**config.mk**
```make
export PLATFORM = sky130hd
export DESIGN_NAME = traceback_prefetch_scheduler_flat
export DESIGN_NICKNAME = d
export VERILOG_FILES = /design/src/rtl/traceback_prefetch_scheduler_if.sv /design/src/rtl/traceback_prefetch_scheduler.sv /design/src/flat_wrapper.sv
export SDC_FILE = /design/constraint.sdc
export NUM_CORES = 1
export LEC_CHECK = 0
export ABC_CLOCK_PERIOD_IN_PS = 3450
export BUFFER_PORTS_ARGS = -buffer_cell sky130_fd_sc_hd__buf_2
export CORE_UTILIZATION = 50
export CTS_CLUSTER_SIZE = 40
export DETAILED_ROUTE_END_ITERATION = 7
export PLACE_DENSITY = 0.92
export SLEW_MARGIN = 40
export SYNTH_ARGS = -nofsm -noshare
export SYNTH_HDL_FRONTEND = slang
export SYNTH_SLANG_ARGS = --single-unit
```
**constraint.sdc**
```tcl
create_clock -name clk -period 3.45 [get_ports clk]
set_input_delay 0.1725 -clock clk [delete_from_list [all_inputs] [get_ports clk]]
set_output_delay 0.1725 -clock clk [all_outputs]
set_load 0.01 [all_outputs]
```
**src/rtl/traceback_prefetch_scheduler_if.sv**
```systemverilog
`default_nettype none
// ============================================================================
//  Module      : traceback_prefetch_scheduler_if
//  Description : Bundle of the request, memory, finder and response signals
//                around the traceback prefetch scheduler.
//                  slave  : the scheduler itself
//                  master : requesters, direction memory, column finder and
//                           response consumer
//  Revision    : 1.0 - initial release
// ============================================================================
interface traceback_prefetch_scheduler_if #(
    parameter int N               = 8,
    parameter int LOG_N           = 3,
    parameter int DIRECTION_WIDTH = 2,
    parameter int POSITION_WIDTH  = 12,
    parameter int PREFETCH_LENGTH = 4
);
    // requesters
    logic                                    cur_req_valid;
    logic                                    cur_req_ready;
    logic [POSITION_WIDTH-1:0]               cur_req_x;
    logic [POSITION_WIDTH-1:0]               cur_req_y;
    logic                                    pf_req_valid;
    logic                                    pf_req_ready;
    logic [POSITION_WIDTH-1:0]               pf_req_x;
    logic [POSITION_WIDTH-1:0]               pf_req_y;
    // direction memory read port
    logic                                    mem_rd_en;
    logic [POSITION_WIDTH-1:0]               mem_rd_y;
    logic [POSITION_WIDTH-LOG_N-1:0]         mem_rd_blk_k0;
    logic [POSITION_WIDTH-LOG_N-1:0]         mem_rd_blk_k1;
    logic [N*DIRECTION_WIDTH-1:0]            mem_col_k0;
    logic [N*DIRECTION_WIDTH-1:0]            mem_col_k1;
    // column finder
    logic [N*DIRECTION_WIDTH-1:0]            column_k0;
    logic [N*DIRECTION_WIDTH-1:0]            column_k1;
    logic [1:0]                              prefetch_request;
    logic [POSITION_WIDTH-1:0]               in_block_x_startpoint;
    logic [POSITION_WIDTH-1:0]               prefetch_x_startpoint;
    logic [PREFETCH_LENGTH*DIRECTION_WIDTH-1:0] prefetch_column;
    // response
    logic                                    rsp_valid;
    logic                                    rsp_ready;
    logic [1:0]                              rsp_tag;
    logic [PREFETCH_LENGTH*DIRECTION_WIDTH-1:0] rsp_column;
    logic                                    busy;

    modport slave (
        input  cur_req_valid, cur_req_x, cur_req_y,
        input  pf_req_valid, pf_req_x, pf_req_y,
        output cur_req_ready, pf_req_ready,
        output mem_rd_en, mem_rd_y, mem_rd_blk_k0, mem_rd_blk_k1,
        input  mem_col_k0, mem_col_k1,
        output column_k0, column_k1, prefetch_request,
        output in_block_x_startpoint, prefetch_x_startpoint,
        input  prefetch_column,
        output rsp_valid, rsp_tag, rsp_column, busy,
        input  rsp_ready
    );

    modport master (
        output cur_req_valid, cur_req_x, cur_req_y,
        output pf_req_valid, pf_req_x, pf_req_y,
        input  cur_req_ready, pf_req_ready,
        input  mem_rd_en, mem_rd_y, mem_rd_blk_k0, mem_rd_blk_k1,
        output mem_col_k0, mem_col_k1,
        input  column_k0, column_k1, prefetch_request,
        input  in_block_x_startpoint, prefetch_x_startpoint,
        output prefetch_column,
        input  rsp_valid, rsp_tag, rsp_column, busy,
        output rsp_ready
    );
endinterface
`default_nettype wire

```
**src/rtl/traceback_prefetch_scheduler.sv**
```systemverilog
`default_nettype none
// ============================================================================
//  Module      : traceback_prefetch_scheduler
//  Description : Arbitrates the traceback direction memory read port and the
//                prefetch column finder between the current-position engine
//                (fixed priority) and the lookahead prefetcher. One
//                transaction in flight: IDLE -> READ -> WAIT -> SELECT -> RESP.
//  Ports       : clk, reset (synchronous, active high)
//                bus (slave modport of traceback_prefetch_scheduler_if):
//                  cur_req_* / pf_req_*   request handshakes + positions
//                  mem_rd_* / mem_col_*   memory read strobe, address, data
//                  column_k*, prefetch_request, *_startpoint -> finder
//                  prefetch_column        <- finder
//                  rsp_*                  tagged segment response
//                  busy                   FSM not idle
//  Options     : `define PREFETCH_REUSE_EN to skip the memory read when a
//                grant hits the (y, blk) of the last completed read.
//  Revision    : 1.0 - initial release
// ============================================================================
module traceback_prefetch_scheduler #(
    parameter int N               = 8,
    parameter int LOG_N           = 3,
    parameter int DIRECTION_WIDTH = 2,
    parameter int POSITION_WIDTH  = 12,
    parameter int PREFETCH_LENGTH = 4,
    parameter int MEM_LATENCY     = 1
) (
    input  wire logic                     clk,
    input  wire logic                     reset,
    traceback_prefetch_scheduler_if.slave bus
);

    localparam int C_BLK_W  = POSITION_WIDTH - LOG_N;
    localparam int C_WORD_W = N * DIRECTION_WIDTH;
    localparam int C_SEG_W  = PREFETCH_LENGTH * DIRECTION_WIDTH;
    localparam int C_CNT_W  = (MEM_LATENCY > 1) ? $clog2(MEM_LATENCY) : 1;

    localparam logic [C_BLK_W-1:0] C_BLK_MAX  = '1;
    localparam logic [C_CNT_W-1:0] C_LAT_LAST = C_CNT_W'(MEM_LATENCY - 1);

    localparam logic [1:0] C_TAG_CUR = 2'b01;
    localparam logic [1:0] C_TAG_PF  = 2'b10;

    localparam logic [2:0] C_ST_IDLE   = 3'd0;
    localparam logic [2:0] C_ST_READ   = 3'd1;
    localparam logic [2:0] C_ST_WAIT   = 3'd2;
    localparam logic [2:0] C_ST_SELECT = 3'd3;
    localparam logic [2:0] C_ST_RESP   = 3'd4;

    logic [2:0]                r_state;
    logic [C_CNT_W-1:0]        r_lat_cnt;
    logic                      r_mem_rd_en;
    logic [POSITION_WIDTH-1:0] r_mem_rd_y;
    logic [C_BLK_W-1:0]        r_mem_rd_blk_k0;
    logic [C_BLK_W-1:0]        r_mem_rd_blk_k1;
    logic [C_WORD_W-1:0]       r_column_k0;
    logic [C_WORD_W-1:0]       r_column_k1;
    logic [1:0]                r_prefetch_request;
    logic [POSITION_WIDTH-1:0] r_in_block_x_startpoint;
    logic [POSITION_WIDTH-1:0] r_prefetch_x_startpoint;
    logic                      r_rsp_valid;
    logic [1:0]                r_rsp_tag;
    logic [C_SEG_W-1:0]        r_rsp_column;

    logic                      w_idle;
    logic                      w_cur_grant;
    logic                      w_pf_grant;
    logic                      w_grant;
    logic [POSITION_WIDTH-1:0] w_grant_x;
    logic [POSITION_WIDTH-1:0] w_grant_y;
    logic [C_BLK_W-1:0]        w_grant_blk;
    logic                      w_reuse_hit;
    logic                      w_k1_past_edge;

    // Fixed-priority arbitration, only while idle.
    assign w_idle      = (r_state == C_ST_IDLE);
    assign w_cur_grant = w_idle && bus.cur_req_valid;
    assign w_pf_grant  = w_idle && !bus.cur_req_valid && bus.pf_req_valid;
    assign w_grant     = w_cur_grant || w_pf_grant;
    assign w_grant_x   = bus.cur_req_valid ? bus.cur_req_x : bus.pf_req_x;
    assign w_grant_y   = bus.cur_req_valid ? bus.cur_req_y : bus.pf_req_y;
    assign w_grant_blk = w_grant_x[POSITION_WIDTH-1:LOG_N];

    // The last block of a row has no right-hand neighbour; its k1 word reads
    // as all-zero directions.
    assign w_k1_past_edge = (r_mem_rd_blk_k0 == C_BLK_MAX);

`ifdef PREFETCH_REUSE_EN
    logic                      r_rec_valid;
    logic [POSITION_WIDTH-1:0] r_rec_y;
    logic [C_BLK_W-1:0]        r_rec_blk;

    // column_k* still hold the words of the recorded read, so a hit can go
    // straight to the finder.
    assign w_reuse_hit = r_rec_valid && (r_rec_y == w_grant_y) && (r_rec_blk == w_grant_blk);
`else
    assign w_reuse_hit = 1'b0;
`endif

    always_ff @(posedge clk) begin
        if (reset) begin
            r_state                 <= C_ST_IDLE;
            r_lat_cnt               <= '0;
            r_mem_rd_en             <= 1'b0;
            r_mem_rd_y              <= '0;
            r_mem_rd_blk_k0         <= '0;
            r_mem_rd_blk_k1         <= '0;
            r_column_k0             <= '0;
            r_column_k1             <= '0;
            r_prefetch_request      <= 2'b00;
            r_in_block_x_startpoint <= '0;
            r_prefetch_x_startpoint <= '0;
            r_rsp_valid             <= 1'b0;
            r_rsp_tag               <= 2'b00;
            r_rsp_column            <= '0;
`ifdef PREFETCH_REUSE_EN
            r_rec_valid             <= 1'b0;
            r_rec_y                 <= '0;
            r_rec_blk               <= '0;
`endif
        end else begin
            case (r_state)
                C_ST_IDLE: begin
                    if (w_grant) begin
                        r_prefetch_request <= w_cur_grant ? C_TAG_CUR : C_TAG_PF;
                        r_rsp_tag          <= w_cur_grant ? C_TAG_CUR : C_TAG_PF;
                        if (w_cur_grant) begin
                            r_in_block_x_startpoint <= w_grant_x;
                        end else begin
                            r_prefetch_x_startpoint <= w_grant_x;
                        end
                        r_mem_rd_y      <= w_grant_y;
                        r_mem_rd_blk_k0 <= w_grant_blk;
                        r_mem_rd_blk_k1 <= (w_grant_blk == C_BLK_MAX) ? w_grant_blk
                                                                      : w_grant_blk + C_BLK_W'(1);
                        if (w_reuse_hit) begin
                            r_state <= C_ST_SELECT;
                        end else begin
                            r_mem_rd_en <= 1'b1;
                            r_state     <= C_ST_READ;
                        end
                    end
                end
                C_ST_READ: begin
                    r_mem_rd_en <= 1'b0;
                    r_lat_cnt   <= '0;
                    r_state     <= C_ST_WAIT;
                end
                C_ST_WAIT: begin
                    // Data is valid MEM_LATENCY cycles after the read strobe,
                    // i.e. in the last WAIT cycle.
                    if (r_lat_cnt == C_LAT_LAST) begin
                        r_column_k0 <= bus.mem_col_k0;
                        r_column_k1 <= w_k1_past_edge ? '0 : bus.mem_col_k1;
`ifdef PREFETCH_REUSE_EN
                        r_rec_valid <= 1'b1;
                        r_rec_y     <= r_mem_rd_y;
                        r_rec_blk   <= r_mem_rd_blk_k0;
`endif
                        r_state     <= C_ST_SELECT;
                    end else begin
                        r_lat_cnt <= r_lat_cnt + C_CNT_W'(1);
                    end
                end
                C_ST_SELECT: begin
                    r_rsp_column <= bus.prefetch_column;
                    r_rsp_valid  <= 1'b1;
                    r_state      <= C_ST_RESP;
                end
                C_ST_RESP: begin
                    if (bus.rsp_ready) begin
                        r_rsp_valid        <= 1'b0;
                        r_prefetch_request <= 2'b00;
                        r_state            <= C_ST_IDLE;
                    end
                end
                default: begin
                    r_mem_rd_en <= 1'b0;
                    r_state     <= C_ST_IDLE;
                end
            endcase
        end
    end

    assign bus.cur_req_ready         = w_idle;
    assign bus.pf_req_ready          = w_idle && !bus.cur_req_valid;
    assign bus.mem_rd_en             = r_mem_rd_en;
    assign bus.mem_rd_y              = r_mem_rd_y;
    assign bus.mem_rd_blk_k0         = r_mem_rd_blk_k0;
    assign bus.mem_rd_blk_k1         = r_mem_rd_blk_k1;
    assign bus.column_k0             = r_column_k0;
    assign bus.column_k1             = r_column_k1;
    assign bus.prefetch_request      = r_prefetch_request;
    assign bus.in_block_x_startpoint = r_in_block_x_startpoint;
    assign bus.prefetch_x_startpoint = r_prefetch_x_startpoint;
    assign bus.rsp_valid             = r_rsp_valid;
    assign bus.rsp_tag               = r_rsp_tag;
    assign bus.rsp_column            = r_rsp_column;
    assign bus.busy                  = !w_idle;

endmodule
`default_nettype wire

```
**src/flat_wrapper.sv**
```systemverilog
// flat-port wrapper written by rule: the top's interface ports become plain ports
module traceback_prefetch_scheduler_flat 
#(
    parameter int N               = 8,
    parameter int LOG_N           = 3,
    parameter int DIRECTION_WIDTH = 2,
    parameter int POSITION_WIDTH  = 12,
    parameter int PREFETCH_LENGTH = 4,
    parameter int MEM_LATENCY     = 1
)
  (clk, reset, bus_cur_req_valid, bus_cur_req_x, bus_cur_req_y, bus_pf_req_valid, bus_pf_req_x, bus_pf_req_y, bus_cur_req_ready, bus_pf_req_ready, bus_mem_rd_en, bus_mem_rd_y, bus_mem_rd_blk_k0, bus_mem_rd_blk_k1, bus_mem_col_k0, bus_mem_col_k1, bus_column_k0, bus_column_k1, bus_prefetch_request, bus_in_block_x_startpoint, bus_prefetch_x_startpoint, bus_prefetch_column, bus_rsp_valid, bus_rsp_tag, bus_rsp_column, bus_busy, bus_rsp_ready);
  traceback_prefetch_scheduler_if #(.N(N), .LOG_N(LOG_N), .DIRECTION_WIDTH(DIRECTION_WIDTH), .POSITION_WIDTH(POSITION_WIDTH), .PREFETCH_LENGTH(PREFETCH_LENGTH)) bus_i ();
  input  wire logic clk;
  input  wire logic reset;
  input wire logic [$bits(bus_i.cur_req_valid)-1:0] bus_cur_req_valid;
  input wire logic [$bits(bus_i.cur_req_x)-1:0] bus_cur_req_x;
  input wire logic [$bits(bus_i.cur_req_y)-1:0] bus_cur_req_y;
  input wire logic [$bits(bus_i.pf_req_valid)-1:0] bus_pf_req_valid;
  input wire logic [$bits(bus_i.pf_req_x)-1:0] bus_pf_req_x;
  input wire logic [$bits(bus_i.pf_req_y)-1:0] bus_pf_req_y;
  output wire logic [$bits(bus_i.cur_req_ready)-1:0] bus_cur_req_ready;
  output wire logic [$bits(bus_i.pf_req_ready)-1:0] bus_pf_req_ready;
  output wire logic [$bits(bus_i.mem_rd_en)-1:0] bus_mem_rd_en;
  output wire logic [$bits(bus_i.mem_rd_y)-1:0] bus_mem_rd_y;
  output wire logic [$bits(bus_i.mem_rd_blk_k0)-1:0] bus_mem_rd_blk_k0;
  output wire logic [$bits(bus_i.mem_rd_blk_k1)-1:0] bus_mem_rd_blk_k1;
  input wire logic [$bits(bus_i.mem_col_k0)-1:0] bus_mem_col_k0;
  input wire logic [$bits(bus_i.mem_col_k1)-1:0] bus_mem_col_k1;
  output wire logic [$bits(bus_i.column_k0)-1:0] bus_column_k0;
  output wire logic [$bits(bus_i.column_k1)-1:0] bus_column_k1;
  output wire logic [$bits(bus_i.prefetch_request)-1:0] bus_prefetch_request;
  output wire logic [$bits(bus_i.in_block_x_startpoint)-1:0] bus_in_block_x_startpoint;
  output wire logic [$bits(bus_i.prefetch_x_startpoint)-1:0] bus_prefetch_x_startpoint;
  input wire logic [$bits(bus_i.prefetch_column)-1:0] bus_prefetch_column;
  output wire logic [$bits(bus_i.rsp_valid)-1:0] bus_rsp_valid;
  output wire logic [$bits(bus_i.rsp_tag)-1:0] bus_rsp_tag;
  output wire logic [$bits(bus_i.rsp_column)-1:0] bus_rsp_column;
  output wire logic [$bits(bus_i.busy)-1:0] bus_busy;
  input wire logic [$bits(bus_i.rsp_ready)-1:0] bus_rsp_ready;
  assign bus_i.cur_req_valid = bus_cur_req_valid;
  assign bus_i.cur_req_x = bus_cur_req_x;
  assign bus_i.cur_req_y = bus_cur_req_y;
  assign bus_i.pf_req_valid = bus_pf_req_valid;
  assign bus_i.pf_req_x = bus_pf_req_x;
  assign bus_i.pf_req_y = bus_pf_req_y;
  assign bus_cur_req_ready = bus_i.cur_req_ready;
  assign bus_pf_req_ready = bus_i.pf_req_ready;
  assign bus_mem_rd_en = bus_i.mem_rd_en;
  assign bus_mem_rd_y = bus_i.mem_rd_y;
  assign bus_mem_rd_blk_k0 = bus_i.mem_rd_blk_k0;
  assign bus_mem_rd_blk_k1 = bus_i.mem_rd_blk_k1;
  assign bus_i.mem_col_k0 = bus_mem_col_k0;
  assign bus_i.mem_col_k1 = bus_mem_col_k1;
  assign bus_column_k0 = bus_i.column_k0;
  assign bus_column_k1 = bus_i.column_k1;
  assign bus_prefetch_request = bus_i.prefetch_request;
  assign bus_in_block_x_startpoint = bus_i.in_block_x_startpoint;
  assign bus_prefetch_x_startpoint = bus_i.prefetch_x_startpoint;
  assign bus_i.prefetch_column = bus_prefetch_column;
  assign bus_rsp_valid = bus_i.rsp_valid;
  assign bus_rsp_tag = bus_i.rsp_tag;
  assign bus_rsp_column = bus_i.rsp_column;
  assign bus_busy = bus_i.busy;
  assign bus_i.rsp_ready = bus_rsp_ready;
  traceback_prefetch_scheduler #(.N(N), .LOG_N(LOG_N), .DIRECTION_WIDTH(DIRECTION_WIDTH), .POSITION_WIDTH(POSITION_WIDTH), .PREFETCH_LENGTH(PREFETCH_LENGTH), .MEM_LATENCY(MEM_LATENCY)) u_core (.clk(clk), .reset(reset), .bus(bus_i));
endmodule
```
==> flow_metrics.tcl <==
set metrics [dict create \
    outcome "complete, no violations" \
    cts_num_sinks 103 \
    synth_edf_count 0 \
    finalSetupViolations 0 \
    grt_pass1_wl_um 16900 \
    reg2reg_to "u_core.bus.mem_rd_blk_k1[2]" \
    final_nets 738 \
    rsz0062_at_grt "no" \
    area_growth_syn_to_layout_pct 26.0 \
    fin_ws_ns 1.35 \
    holdPathStages 3 \
    ctsResizeCount 0 \
    n_antenna_cell 0 \
    reg2reg_from "u_core.r_state[2]" \
    r2r_slack_ns 1.35 \
    portBuffers 195 \
    worst_pin_slew_ns 0.664 \
    cts_root_buf "clkbuf_8" \
    cts_setup_buffers 0 \
    cp-start-kind "register" \
    htree_levels 3 \
    p_sw_uw 876 \
    cp_max_fo 54 \
    yosysWarnings 0 \
    final_cell_mix "194 x buf_2, 103 x dfxtp_1, 87 x nand2_1, 59 x nor2_1, 46 x a21oi_1" \
    grt_pass1_vias 3599 \
    pwr-share-comb 0.233 \
    total_power_mw 2.71 \
    ios 196 \
    max_stage_delay_ns 0.53 \
    leakagePower_nw 2.48 \
    die-area_um2 8830 \
    rows 33 \
    synthFlopType "dfxtp_1" \
    drv_cap 0 \
    met1Wirelength_um 4550 \
    dr_wl_met2_um 5370 \
    synthCells 471 \
    min_period_ns 2.10 \
    tns_ns 0 \
    drive_gt1_frac 0.376 \
    skew_ns 0.0188 \
    cts_made_buffers 9 \
    finalMaxSlewViolations 0 \
    ant_nets 0 \
    end_kind "register" \
    wirelength_um 10800 \
    overflow 0 \
    r2r_cells 5 \
    power_frac_seq 0.510 \
    cp_slowest_cell "nor2_8" \
    async_flop_share 0 \
    drt-initial-drc-count 248 \
    ys_ff_latch 103 \
    clkSlewWorstSetupHoldPaths_ns 0.11 \
    clock_latency_ns 0.36 \
    synth_cell_types 54 \
    place_hpwl_um 8230 \
    final_common_cell "buf_2" \
    slew_headroom 0.545 \
    dr_wl_met3_um 652 \
    vias_per_cell 5.31 \
    p_per_area_nw_per_um2 509 \
    power.internal_mw 1.83 \
    gp_congestion 0.869 \
    p_clk_frac 0.257 \
    crit_chain "or3_4, nor2_8, nor2_1, a31o_1, a311oi_1" \
    post_drt_wl_per_cell_um 14.4 \
    die_x_um 94.0 \
    die-height_um 94.0 \
    grt_use_total 0.244 \
    via_count 4003 \
    syn-num-nets 565 \
    start_util 0.515 \
    core_area_um2 8220 \
    crit_required_ns 3.72 \
    synth_area_um2 4230 \
    hold_viol_final 0 \
    timing.fmax_mhz 476 \
    drc_errors 0 \
    hold_end "u_core.bus.column_k0[5]" \
    clk_path_buf_depth 2 \
    min_path_type "in2reg" \
    criticalPathCategory "reg2reg" \
    cp.arrival_ns 2.37 \
    grt_max_degree 61 \
    worstHoldStart "bus_mem_col_k0[5]" \
    synth_seq_area_share 0.488 \
    cts_hold_buffers 0 \
    antenna_found_initial 0 \
    top_layer "met4" \
    place_ws_ns 1.18 \
    cts_tree "yes" \
    netSwitchingFraction 0.323 \
    vdd.ir_drop.worst_v 0.000261 \
    dr.pass1.iters 4 \
    fin_crit_sh 0.610 \
    synth_area_per_cell_um2 8.98 \
]
## stage by stage
| stage | utilization | hold WS, ns | instances | area (µm²) |
|---|---|---|---|---|
| floorplan | - | 0.308 | 471 | 4230 |
| global placement | 0.627 | 0.407 | 738 | 5150 |
| detailed placement | 0.627 | 0.419 | 738 | 5150 |
| CTS | 0.649 | 0.0255 | 754 | 5330 |
| global route | 0.649 | 0.0221 | 754 | 5330 |
| finish | 0.649 | 0.0377 | 754 | 5330 |
## synth_stat cells, types with 2 or more instances
library cell / number / area, µm²
dfxtp_1: 103 / 2060
nand2_1: 87 / 327
nor2_1: 59 / 221
a21oi_1: 46 / 230
mux2i_1: 24 / 240
a211oi_1: 22 / 165
clkbuf_1: 20 / 75.1
a22oi_1: 16 / 120
a211oi_2: 9 / 113
nor2_2: 8 / 50.1
buf_2: 7 / 35.0
a311oi_1: 4 / 35.0
and2_1: 4 / 25.0
buf_4: 4 / 30.0
buf_6: 4 / 45.0
xnor2_1: 4 / 35.0
inv_1: 3 / 11.3
mux2_2: 3 / 33.8
nand4_1: 3 / 18.8
nor3_1: 3 / 15.0
o21ai_0: 3 / 15.0
nand3_1: 2 / 10.0
or3_1: 2 / 12.5
## per-layer routing
metal | up-vias | global-route usage
li1 | 1980 | -
met1 | 1852 | 0.295
met2 | 148 | 0.406
met3 | 23 | 0.0574
met4 | 0 | 0.114
met5 | - | 0
## cell families (layout without fill, tap and decap cells)
kind of cell	Yosys count	in the layout	synth area share
buffers and inverters	41	219	0.0556
flip-flops	103	103	0.488
multiplexers	27	27	0.0648
XOR/XNOR	4	4	0.00828
AO/OA/AOI/OAI	113	113	0.188
adder cells (fa/ha/maj)	1	1	0.00296
AND/OR/NAND/NOR	182	182	0.193
## power by group through the flow
stage               sequential (mW)  clock, mW  combinational, mW
floorplan                      1.45          0              0.360
detailed placement             1.41          0              0.633
global placement               1.40          0              0.613
global route                   1.40      0.764              0.697
finish                         1.38      0.697              0.631
CTS                            1.38      0.714              0.635
## final cells by class
cell class | instances | area [µm²]
clock inverters | 7 | 55.1
fillers | 711 | 2890
well taps | 105 | 131
flip-flops and latches | 103 | 2060
clock buffers | 9 | 124
inverters | 4 | 16.3
repair buffers | 199 | 1010
multi-input cells | 327 | 1930
## registers in the layout, indices dropped and copies added (netlist names)
signal	count
u_core.bus.prefetch_request	2
u_core.bus.mem_rd_blk_k0	9
u_core.bus.rsp_tag	2
u_core.bus.mem_rd_y	12
u_core.bus.mem_rd_en	1
u_core.bus.column_k0	16
u_core.bus.prefetch_x_startpoint	12
u_core.r_state	3
u_core.bus.column_k1	16
u_core.bus.mem_rd_blk_k1	9
u_core.bus.in_block_x_startpoint	12
u_core.bus.rsp_column	8
u_core.bus.rsp_valid	1
## worst max-delay path, delay by kind of cell (launching register included)
kind	cells	cell delay (ns)
AOI/OAI and AO/OA	2	0.47
and+or+nand+nor	3	1.14
DFF	1	0.41
## worst max path at each step
stage | startpoint | endpoint | slack, ns | depth (start not counted)
global placement | bus_cur_req_valid | u_core.bus.mem_rd_blk_k1[4] | 1.35 | 6
finish | u_core.r_state[2] | u_core.bus.mem_rd_blk_k1[2] | 1.35 | 5
global route | u_core.r_state[2] | u_core.bus.mem_rd_blk_k1[2] | 1.23 | 5
detailed placement | bus_cur_req_valid | u_core.bus.mem_rd_blk_k1[2] | 1.18 | 7
floorplan | bus_cur_req_valid | u_core.bus.mem_rd_blk_k1[4] | 1.57 | 9
CTS | u_core.r_state[2] | u_core.bus.mem_rd_blk_k1[2] | 1.33 | 5
Power figures use the tool's default switching activity.
